==> src/rtl/hdmi_rx_align_ctrl.sv <==
//------------------------------------------------------------------------------
// hdmi_rx_align_ctrl
//
// Word-alignment controller for one HDMI RX TMDS channel. Watches the raw
// 10-bit words from the channel deserializer, ahead of the TMDS decoder. While
// no run of control tokens is seen, it steps the deserializer one bit at a
// time using single-cycle bitslip pulses. Control tokens only appear during
// blanking, so a long enough run of them marks the correct word boundary.
// Lock is dropped when control tokens stop arriving for too long.
//
// Parameters
//   CTRL_RUN     consecutive control tokens needed to declare lock
//   SEARCH_WIN   cycles spent searching at one slip position before slipping
//   SETTLE       cycles ignored after each bitslip pulse
//   LOSS_CYCLES  cycles without any control token before lock is dropped
//
// Ports
//   i_pixclk        pixel clock; the only clock
//   i_rst           synchronous, active-high reset
//   i_encoded_data  raw deserialized TMDS word
//   o_bitslip       one-cycle slip request to the deserializer
//   o_aligned       channel is word-aligned
//   o_slip_count    current slip position, 0..9
//   o_align_err     sticky; all 10 slip positions tried without lock
//
// State table
//   state      | meaning
//   -----------+-------------------------------------------------------------
//   ST_SEARCH  | count token runs and search-window cycles at this position
//   ST_SLIP    | one-cycle bitslip pulse; slip position advances
//   ST_SETTLE  | wait for the deserializer output to settle; data ignored
//   ST_LOCKED  | aligned; watch for loss of control tokens
//------------------------------------------------------------------------------
module hdmi_rx_align_ctrl #(
   parameter int CTRL_RUN    = 8,
   parameter int SEARCH_WIN  = 4096,
   parameter int SETTLE      = 16,
   parameter int LOSS_CYCLES = 1048576
) (
   input  logic       i_pixclk,
   input  logic       i_rst,
   input  logic [9:0] i_encoded_data,
   output logic       o_bitslip,
   output logic       o_aligned,
   output logic [3:0] o_slip_count,
   output logic       o_align_err
);

   localparam int RUN_W    = (CTRL_RUN    > 1) ? $clog2(CTRL_RUN)    : 1;
   localparam int WIN_W    = (SEARCH_WIN  > 1) ? $clog2(SEARCH_WIN)  : 1;
   localparam int SETTLE_W = (SETTLE      > 1) ? $clog2(SETTLE)      : 1;
   localparam int LOSS_W   = (LOSS_CYCLES > 1) ? $clog2(LOSS_CYCLES) : 1;

   localparam logic [RUN_W-1:0]    RUN_LAST    = RUN_W'(CTRL_RUN - 1);
   localparam logic [WIN_W-1:0]    WIN_LAST    = WIN_W'(SEARCH_WIN - 1);
   localparam logic [SETTLE_W-1:0] SETTLE_LAST = SETTLE_W'(SETTLE - 1);
   localparam logic [LOSS_W-1:0]   LOSS_LAST   = LOSS_W'(LOSS_CYCLES - 1);

   localparam logic [9:0] TOKEN_0 = 10'b1101010100;
   localparam logic [9:0] TOKEN_1 = 10'b0010101011;
   localparam logic [9:0] TOKEN_2 = 10'b0101010100;
   localparam logic [9:0] TOKEN_3 = 10'b1010101011;

   localparam logic [3:0] SLIP_MAX = 4'd9;

   typedef enum logic [1:0] {
      ST_SEARCH = 2'd0,
      ST_SLIP   = 2'd1,
      ST_SETTLE = 2'd2,
      ST_LOCKED = 2'd3
   } state_t;

   state_t              state;
   logic [9:0]          r_data;
   logic                is_token;
   logic [RUN_W-1:0]    run_cnt;
   logic [WIN_W-1:0]    win_cnt;
   logic [SETTLE_W-1:0] settle_cnt;
   logic [LOSS_W-1:0]   loss_cnt;

   // Token decode looks at the registered word, so the FSM acts on each word
   // one edge after it is captured.
   assign is_token = (r_data == TOKEN_0) || (r_data == TOKEN_1) ||
                     (r_data == TOKEN_2) || (r_data == TOKEN_3);

   always_ff @(posedge i_pixclk) begin
      if (i_rst) begin
         state        <= ST_SEARCH;
         r_data       <= '0;
         run_cnt      <= '0;
         win_cnt      <= '0;
         settle_cnt   <= '0;
         loss_cnt     <= '0;
         o_bitslip    <= 1'b0;
         o_aligned    <= 1'b0;
         o_slip_count <= '0;
         o_align_err  <= 1'b0;
      end else begin
         r_data <= i_encoded_data;

         case (state)
            ST_SEARCH: begin
               // Lock is tested first so it wins over an expiring window.
               if (is_token && (run_cnt == RUN_LAST)) begin
                  state       <= ST_LOCKED;
                  o_aligned   <= 1'b1;
                  o_align_err <= 1'b0;
                  run_cnt     <= '0;
                  win_cnt     <= '0;
                  loss_cnt    <= '0;
               end else if (win_cnt == WIN_LAST) begin
                  state     <= ST_SLIP;
                  o_bitslip <= 1'b1;
                  run_cnt   <= '0;
                  win_cnt   <= '0;
                  if (o_slip_count == SLIP_MAX) begin
                     o_slip_count <= '0;
                     o_align_err  <= 1'b1;
                  end else begin
                     o_slip_count <= o_slip_count + 4'd1;
                  end
               end else begin
                  run_cnt <= is_token ? (run_cnt + RUN_W'(1)) : '0;
                  win_cnt <= win_cnt + WIN_W'(1);
               end
            end

            ST_SLIP: begin
               state      <= ST_SETTLE;
               o_bitslip  <= 1'b0;
               settle_cnt <= SETTLE_LAST;
            end

            ST_SETTLE: begin
               run_cnt <= '0;
               win_cnt <= '0;
               if (settle_cnt == '0) begin
                  state <= ST_SEARCH;
               end else begin
                  settle_cnt <= settle_cnt - SETTLE_W'(1);
               end
            end

            ST_LOCKED: begin
               if (!is_token && (loss_cnt == LOSS_LAST)) begin
                  // Slip position is kept: the link most likely just lost
                  // blanking, so searching resumes from the last good offset.
                  state     <= ST_SEARCH;
                  o_aligned <= 1'b0;
                  run_cnt   <= '0;
                  win_cnt   <= '0;
                  loss_cnt  <= '0;
               end else begin
                  loss_cnt <= is_token ? '0 : (loss_cnt + LOSS_W'(1));
               end
            end

            default: begin
               state     <= ST_SEARCH;
               o_bitslip <= 1'b0;
               o_aligned <= 1'b0;
               run_cnt   <= '0;
               win_cnt   <= '0;
               loss_cnt  <= '0;
            end
         endcase
      end
   end

endmodule

==> config.mk <==
export PLATFORM = sky130hd
export DESIGN_NAME = hdmi_rx_align_ctrl
export DESIGN_NICKNAME = d
export VERILOG_FILES = /design/src/rtl/hdmi_rx_align_ctrl.sv
export SDC_FILE = /design/constraint.sdc
export NUM_CORES = 1
export LEC_CHECK = 0
export CORE_ASPECT_RATIO = 0.6
export CORE_MARGIN = 3
export CORE_UTILIZATION = 58
export CTS_BUF_LIST = sky130_fd_sc_hd__clkbuf_4 sky130_fd_sc_hd__clkbuf_8 sky130_fd_sc_hd__clkbuf_16
export CTS_CLUSTER_SIZE = 40
export DETAILED_ROUTE_END_ITERATION = 8
export PLACE_DENSITY_LB_ADDON = 0.2
export REMOVE_ABC_BUFFERS = 1
export SETUP_SLACK_MARGIN = 0.1
export SYNTH_ARGS = -nofsm -noshare
export SYNTH_HDL_FRONTEND = slang
export SYNTH_SLANG_ARGS = --single-unit
==> constraint.sdc <==
create_clock -name i_pixclk -period 2.4 [get_ports i_pixclk]
set_input_delay 0.72 -clock i_pixclk [delete_from_list [all_inputs] [get_ports i_pixclk]]
set_output_delay 0.72 -clock i_pixclk [all_outputs]
set_load 0.03 [all_outputs]
==> results by group, run 1 <==
Timing
  • Fin crit period: 2360 ps
  • Max-slew violation count: 0
  • Hold slack: 491 ps
  • Final hold violations: 0
  • Setup-failing EPs final: 0
  • Final worst path period share: a little over nine tenths
  • RSZ-0062 raised after global routing: true
  • Setup_tns: 0 ps
  • Worst-Margin Slew: 923 ps
  • F_max: around 0.42 GHz
  • Clk_skew: 6.90 ps
  • Worst slew margin: a little under two fifths

Yosys
  • Synth warn: 0
  • Synth Flop Type: dfxtp_1
  • Syn Inst Count: approximately 330
  • Yosys cell types: between 50 and 60
  • Async SR Flop Fraction: 0%
  • Seq/Total Area, Yosys: 39.9%
  • EDFF count, synth: 0
  • Post-Syn Area per Cell: around 8.8 sq um
  • FF+latch count, synth: between 50 and 60
  • Cell area after synthesis: 2860 sq um

Global route
  • Largest net degree at the start of global routing: 24
  • Total gr overflow: 0
  • All-Layer GR Usage: 22.8%
  • First-pass GRT wire length: 10600 um
  • Vias in the first global route: 2253
  • Antenna violations before repair: 0

Layout
  • Antenna diodes: 0
  • Share of cells above drive strength 1: 18.6%
  • Fillers: 353
  • Area Overhead vs Synth: 23.7%
  • Nets: around 380
  • Most common cell after layout, fill and taps aside: dfxtp_1
  • Most frequent cells in the layout: 55 x dfxtp_1, 23 x buf_4, 22 x nand2_1, 22 x nand3_1, 20 x nor2_1

Worst setup path
  • Arrival time worst endpoint: 2590 ps
  • Sequence of cells on the critical path: ha_4 > ha_4 > or3b_4 > nor4_4 > buf_4 > buf_4 > nor4_1 > a31oi_1 > buf_4 > buf_2 > a21oi_1
  • Crit path max fanout: 7
  • Worst R2R Path Depth: 11
  • Most used cell, CP: buf_4
  • Setup crit start kind: flop
  • Worst Path Required: about 2600 ps
  • Critical Path End Type: flop
  • Crit path largest cell delay: 420 ps
  • Crit Path Class: flop to flop
  • Crit-path slowest cell: or3b_4

Clock tree
  • # H-tree levels: 3
  • Root Buffer: clkbuf_8
  • Reg clk slew, reported paths: 70 ps
  • CTS Sinks: 57
  • CTS buffer count: 9
  • CTS tree: done
  • Worst skew pair latency: 340 ps
  • CTS Hold Bufs: 0
  • Clk buf depth: 2

Min path
  • Min-Delay Path Class: flop to flop
  • Hold Path Depth: 2

Detailed routing
  • 1st-iter DRT viols: 176
  • Vias per inst: 6.13
  • Final wirelength: 7060 um
  • Routed via count: 2661
  • DRC viols: 0
  • Number of routed nets with antenna violations: 0
  • TritonRoute pass-1 iters: 5
  • Wirelength per Cell: 16.3 um

Floorplanning
  • # IOs: 19
  • Die ar.: between 5000 and 6000 sq um
  • # rows: 19
  • Die height: 60.4 um
  • Core area: 4660 sq um
  • Starting density of the core: between 60% and 70%
  • DIE WIDTH: between 90 and 100 um

Pwr
  • LEAKAGE: around 0.0013 uW
  • Worst IR Drop VDD: 0.000461 V
  • Overall power: 1920 uW
  • Power per standard cell area: roughly 540 nW/um^2

Placed design
  • Final GP Congestion: about 0.85
  • Input/output buffers: 17
  • Post-DP HPWL: 4490 um

Flow run
  • Max_cap viols: 0

Outcome
  • Outcome: finished, final reports clean
[worst max-delay path, delay by kind of cell (launching register included)]
family                   cells  cell delay [ps]
AND/OR/NAND/NOR              3              770
flip-flops                   1              360
adder cells (fa/ha/maj)      2              270
AO/OA/AOI/OAI                2              220
buffers and inverters        4              610
[cell type report]
cell class	count	area [sq um]	area share, %
multi-input combinational	245	1660	46.8
timing repair buffer	45	430	12.2
clock buffer	9	124	3.50
tap	63	78.8	2.23
inverter	8	30.0	0.849
clock inverter	7	71.3	2.02
sequential	57	1150	32.4
[power by group]
part	leakage [uW]	total, uW	internal (uW)	switching, uW
Sequential	0.000463	966	957	9.03
Clock	0.0000912	881	476	405
Combinational	0.000744	77.4	39.9	37.5
[cell families (layout without fill, tap and decap cells)]
kind of cell             count (synthesis)  count (layout)  synth area share, %
AND/OR/NAND/NOR                        146             146                 30.6
AO/OA/AOI/OAI                           84              84                 20.1
flip-flops                              57              57                 39.9
buffers and inverters                   24              69                 4.07
XOR/XNOR                                 9               9                 2.76
adder cells (fa/ha/maj)                  5               5                 2.19
multiplexers                             1               1                0.394
[Yosys cell counts, types with 4 or more instances]
cell type  instances  area [sq um]
a21oi_1           19          95.1
a221o_1            6          60.1
a22o_1             5          43.8
a31oi_1           10          62.6
and2_1             4          25.0
and3_1             4          25.0
clkbuf_1           9          33.8
dfxtp_1           57          1140
ha_1               5          62.6
inv_1              8          30.0
nand2_1           22          82.6
nand3_1           22           110
nand4_1            5          31.3
nor2_1            20          75.1
nor2b_1           14          87.6
nor3_1            11          55.1
nor4_1             5          31.3
nor4b_1            4          35.0
o21ai_0           19          95.1
o31ai_1            6          45.0
or3_1             10          62.6
xnor2_1            5          43.8
xor2_1             4          35.0
[through the flow]
step,setup WS (ps),std cells,cell area (sq um),utilization (%)
detailed placement,105,408,3180,68.3
global placement,130,408,3180,68.3
finish,38.6,434,3540,75.9
CTS,138,424,3380,72.4
floorplan,176,310,2770,-
global route,-50.2,434,3540,75.9
[layer usage]
layer	up-vias	routed length, um	GRT usage (%)
met1	1245	3370	31.4
li1	1315	-	-
met2	89	3100	34.7
met5	-	0	0
met3	12	507	6.08
met4	0	90	9.60
[what timing repair did]
| action | in CTS | in global routing |
|---|---|---|
| resized for setup | 0 | 21 |
| setup buffers | 0 | 8 |
| endpoints found under the setup margin | 0 | 3 |
[flip-flops by register name, summed over array words and instances (netlist names)]
name          flops
o_bitslip         1
win_cnt          12
loss_cnt         20
o_align_err       1
run_cnt           3
o_slip_count      4
r_data            9
settle_cnt        4
state             2
o_aligned         1
[path summary, 6_finish.rpt]
kind                            startpoint           end  slack, ps
worst max-delay path            run_cnt[1]  loss_cnt[17]         40
worst min-delay path             o_aligned     o_aligned        490
worst max register to register  run_cnt[1]  loss_cnt[17]         40
worst min register to register   o_aligned     o_aligned        490
No activity file was read; power rests on OpenSTA's default activity.
==> run 2: changes to the inputs <==
Settings changed: CORE_UTILIZATION 58 to 63, DONT_BUFFER_PORTS from default to 1.
Clock period 2.4 ns to 2.39 ns, I/O delays scaled along.
==> run 2 against run 1 <==
- clock skew shrank 2.1 ps
- total power shrank 7.6%
- worst setup slack gained 170 ps
- die area shrank 7.3%
- cell count shrank 6.5%
- wire length grew 0.98%
- critical endpoint is now loss_cnt[10]
- design area shrank 7.0%
==> results by group, run 2 (same netlist as run 1, synthesis figures left out) <==
Layout
  • Fillers: 327 (was 353)
  • Largest regs: loss_cnt x20, win_cnt x12, r_data x9 (unchanged)
  • Post-route cell area: 3290 sq um (was 3540 sq um)
  • Antenna diodes: 0 (unchanged)
  • Area Overhead vs Synth: 15.0% (was 23.7%)
  • Most common cell after layout, fill and taps aside: dfxtp_1 (unchanged)
  • Largest register FFs: 20 (unchanged)
  • Most frequent cells in the layout: 55 x dfxtp_1, 22 x nand3_1, 21 x nand2_1, 20 x nor2_1 (was 55 x dfxtp_1, 23 x buf_4, 22 x nand2_1, 22 x nand3_1, 20 x nor2_1)
  • Reg with most FFs: loss_cnt (unchanged)
  • Share of cells above drive strength 1: 16.8% (was 18.6%)
  • Nets: 361 (was 383)

Flow run
  • Max_cap viols: 0 (unchanged)

Clock tree
  • Clk buf depth: 2 (unchanged)
  • Worst skew pair latency: 340 ps (about the same)
  • # H-tree levels: 3 (unchanged)
  • Root Buffer: clkbuf_8 (unchanged)
  • Reg clk slew, reported paths: 60 ps (was 70 ps)
  • CTS tree: done (unchanged)
  • CTS Sinks: 57 (unchanged)
  • CTS Hold Bufs: 0 (unchanged)
  • CTS buffer count: 9 (unchanged)

Detailed routing
  • Metal2 WL: 3130 um (was 3100 um)
  • Top layer in use: met4 (unchanged)
  • 1st-iter DRT viols: 237 (was 176)
  • Routed via count: 2702 (was 2661)
  • Number of routed nets with antenna violations: 0 (unchanged)
  • DRC viols: 0 (unchanged)
  • TritonRoute pass-1 iters: 5 (unchanged)
  • Final wirelength: 7130 um (was 7060 um)
  • Met3 Routed Length: 616 um (was 507 um)
  • Vias per inst: 6.66 (was 6.13)
  • Wl on met1: 3220 um (was 3370 um)
  • Wirelength per Cell: 17.6 um (was 16.3 um)

Min path
  • HP Start: i_rst (was o_aligned)
  • Hold Path Depth: 1 (was 2)
  • Min-Delay Path Class: primary input to flop (was flop to flop)
  • Hold Path End: r_data[4] (was o_aligned)

Timing
  • RSZ-0062 raised after global routing: false (was true)
  • Fin crit period: 2180 ps (was 2360 ps)
  • Worst-Margin Slew: 755 ps (was 923 ps)
  • Final hold violations: 0 (unchanged)
  • Final worst slack: 210 ps (was 38.6 ps)
  • Setup-failing EPs final: 0 (unchanged)
  • Clk_skew: 4.79 ps (was 6.90 ps)
  • Final worst path period share: 91.2% (was 98.4%)
  • Setup_tns: 0 ps (unchanged)
  • Worst slew margin: 49.5% (was 38.0%)
  • Max-slew violation count: 0 (unchanged)
  • F_max: 0.459 GHz (was 0.423 GHz)

Floorplanning
  • # IOs: 19 (unchanged)
  • DIE WIDTH: 93.0 um (was 96.6 um)
  • # rows: 18 (was 19)
  • Die ar.: 5410 sq um (was 5830 sq um)
  • Core area: 4230 sq um (was 4660 sq um)
  • Starting density of the core: 67.5% (was 61.3%)
  • Die height: 58.2 um (was 60.4 um)

Pwr
  • Worst IR Drop VDD: 0.000441 V (was 0.000461 V)
  • LEAKAGE: 0.00121 uW (was 0.00130 uW)
  • Power per standard cell area: 541 nW/um^2 (was 544 nW/um^2)

Outcome
  • Outcome: finished, final reports clean (unchanged)

Worst setup path
  • Register-to-register path setup slack: 210 ps (was 40 ps)
  • Critical Path End Type: flop (unchanged)
  • Worst R2R Path Depth: 8 (was 11)
  • Crit Path Class: flop to flop (unchanged)
  • Arrival time worst endpoint: 2460 ps (was 2590 ps)
  • Reg2Reg Capture Point: loss_cnt[10] (was loss_cnt[17])
  • Crit path max fanout: 6 (was 7)
  • Setup crit start kind: flop (unchanged)
  • R2R Path Start: run_cnt[0] (was run_cnt[1])
  • Worst Path Required: 2670 ps (was 2620 ps)

Placed design
  • Final GP Congestion: 0.915 (was 0.852)
  • Input/output buffers: 0 (was 17)
  • Dpl ws: 107 ps (was 105 ps)
  • Post-Place Cell Area: 2990 sq um (was 3180 sq um)
  • Post-DP HPWL: 4670 um (was 4490 um)

Global route
  • Largest net degree at the start of global routing: 31 (was 24)
  • Antenna violations before repair: 0 (unchanged)
  • All-Layer GR Usage: 29.4% (was 22.8%)
  • Total gr overflow: 0 (unchanged)
  • First-pass GRT wire length: 12300 um (was 10600 um)
  • Vias in the first global route: 2548 (was 2253)
[run 2: layout make-up]
class	count	area, sq um	share of cell area, %
clock buffers	12	153	4.64
inverters	8	30.0	0.914
repair buffers	23	239	7.27
well taps	60	75.1	2.28
clock inverters	1	5.00	0.152
flip-flops and latches	57	1140	34.8
multi-input cells	245	1640	49.9
[run 2: worst max path at each step]
stage,from,slack (ps),endpoint,cells past startpoint
2_1_floorplan,run_cnt[0],170,loss_cnt[0],7
3_3_place_gp,run_cnt[0],190,loss_cnt[14],8
3_5_place_dp,run_cnt[0],110,loss_cnt[14],8
4_1_cts,run_cnt[0],120,loss_cnt[14],8
5_1_grt,run_cnt[0],110,loss_cnt[10],8
6_report,run_cnt[0],210,loss_cnt[10],8
[run 2: repair_timing]
item                                    4_1_cts  5_1_grt
cloned                                        2        0
resized for setup                            11        0
pin swaps                                     4        1
buffers inserted                              4        0
endpoints found under the setup margin        1       19
[run 2: where the power goes]
| group | internal (uW) | switching [uW] |
|---|---|---|
| Sequential | 963 | 9.71 |
| Combinational | 20.2 | 26.5 |
| Clock | 408 | 350 |
[run 2: metal layers]
layer / vias up / global-route usage [%]
met3: 29 / 9.86
met2: 124 / 43.9
met5: - / 0
met1: 1282 / 39.0
met4: 0 / 13.4
li1: 1267 / -
[run 2: per-stage QoR]
step / util, % / power, uW / hold slack, ps / std cells
final: 77.6 / 1780 / 441 / 406
after global routing: 77.6 / 1840 / 423 / 406
after floorplan: - / 1020 / 446 / 310
after global placement: 70.5 / 1030 / 454 / 387
after detailed placement: 70.5 / 1040 / 463 / 387
after CTS: 77.6 / 1790 / 425 / 406
[run 2: critical path, stage by stage (launching register included)]
cell and delay [ps]:
dfxtp_2 350, ha_4 140, ha_4 110, or3b_4 410
nor4_4 240, nor3_4 110, bufbuf_16 290, or3_1 320
a21oi_1 150
==> run 3: changes to the inputs <==
Settings changed: SLEW_MARGIN from default to 20.
==> results of run 3 <==
No change in the layout: final DEF, timing and power equal those of run 2.
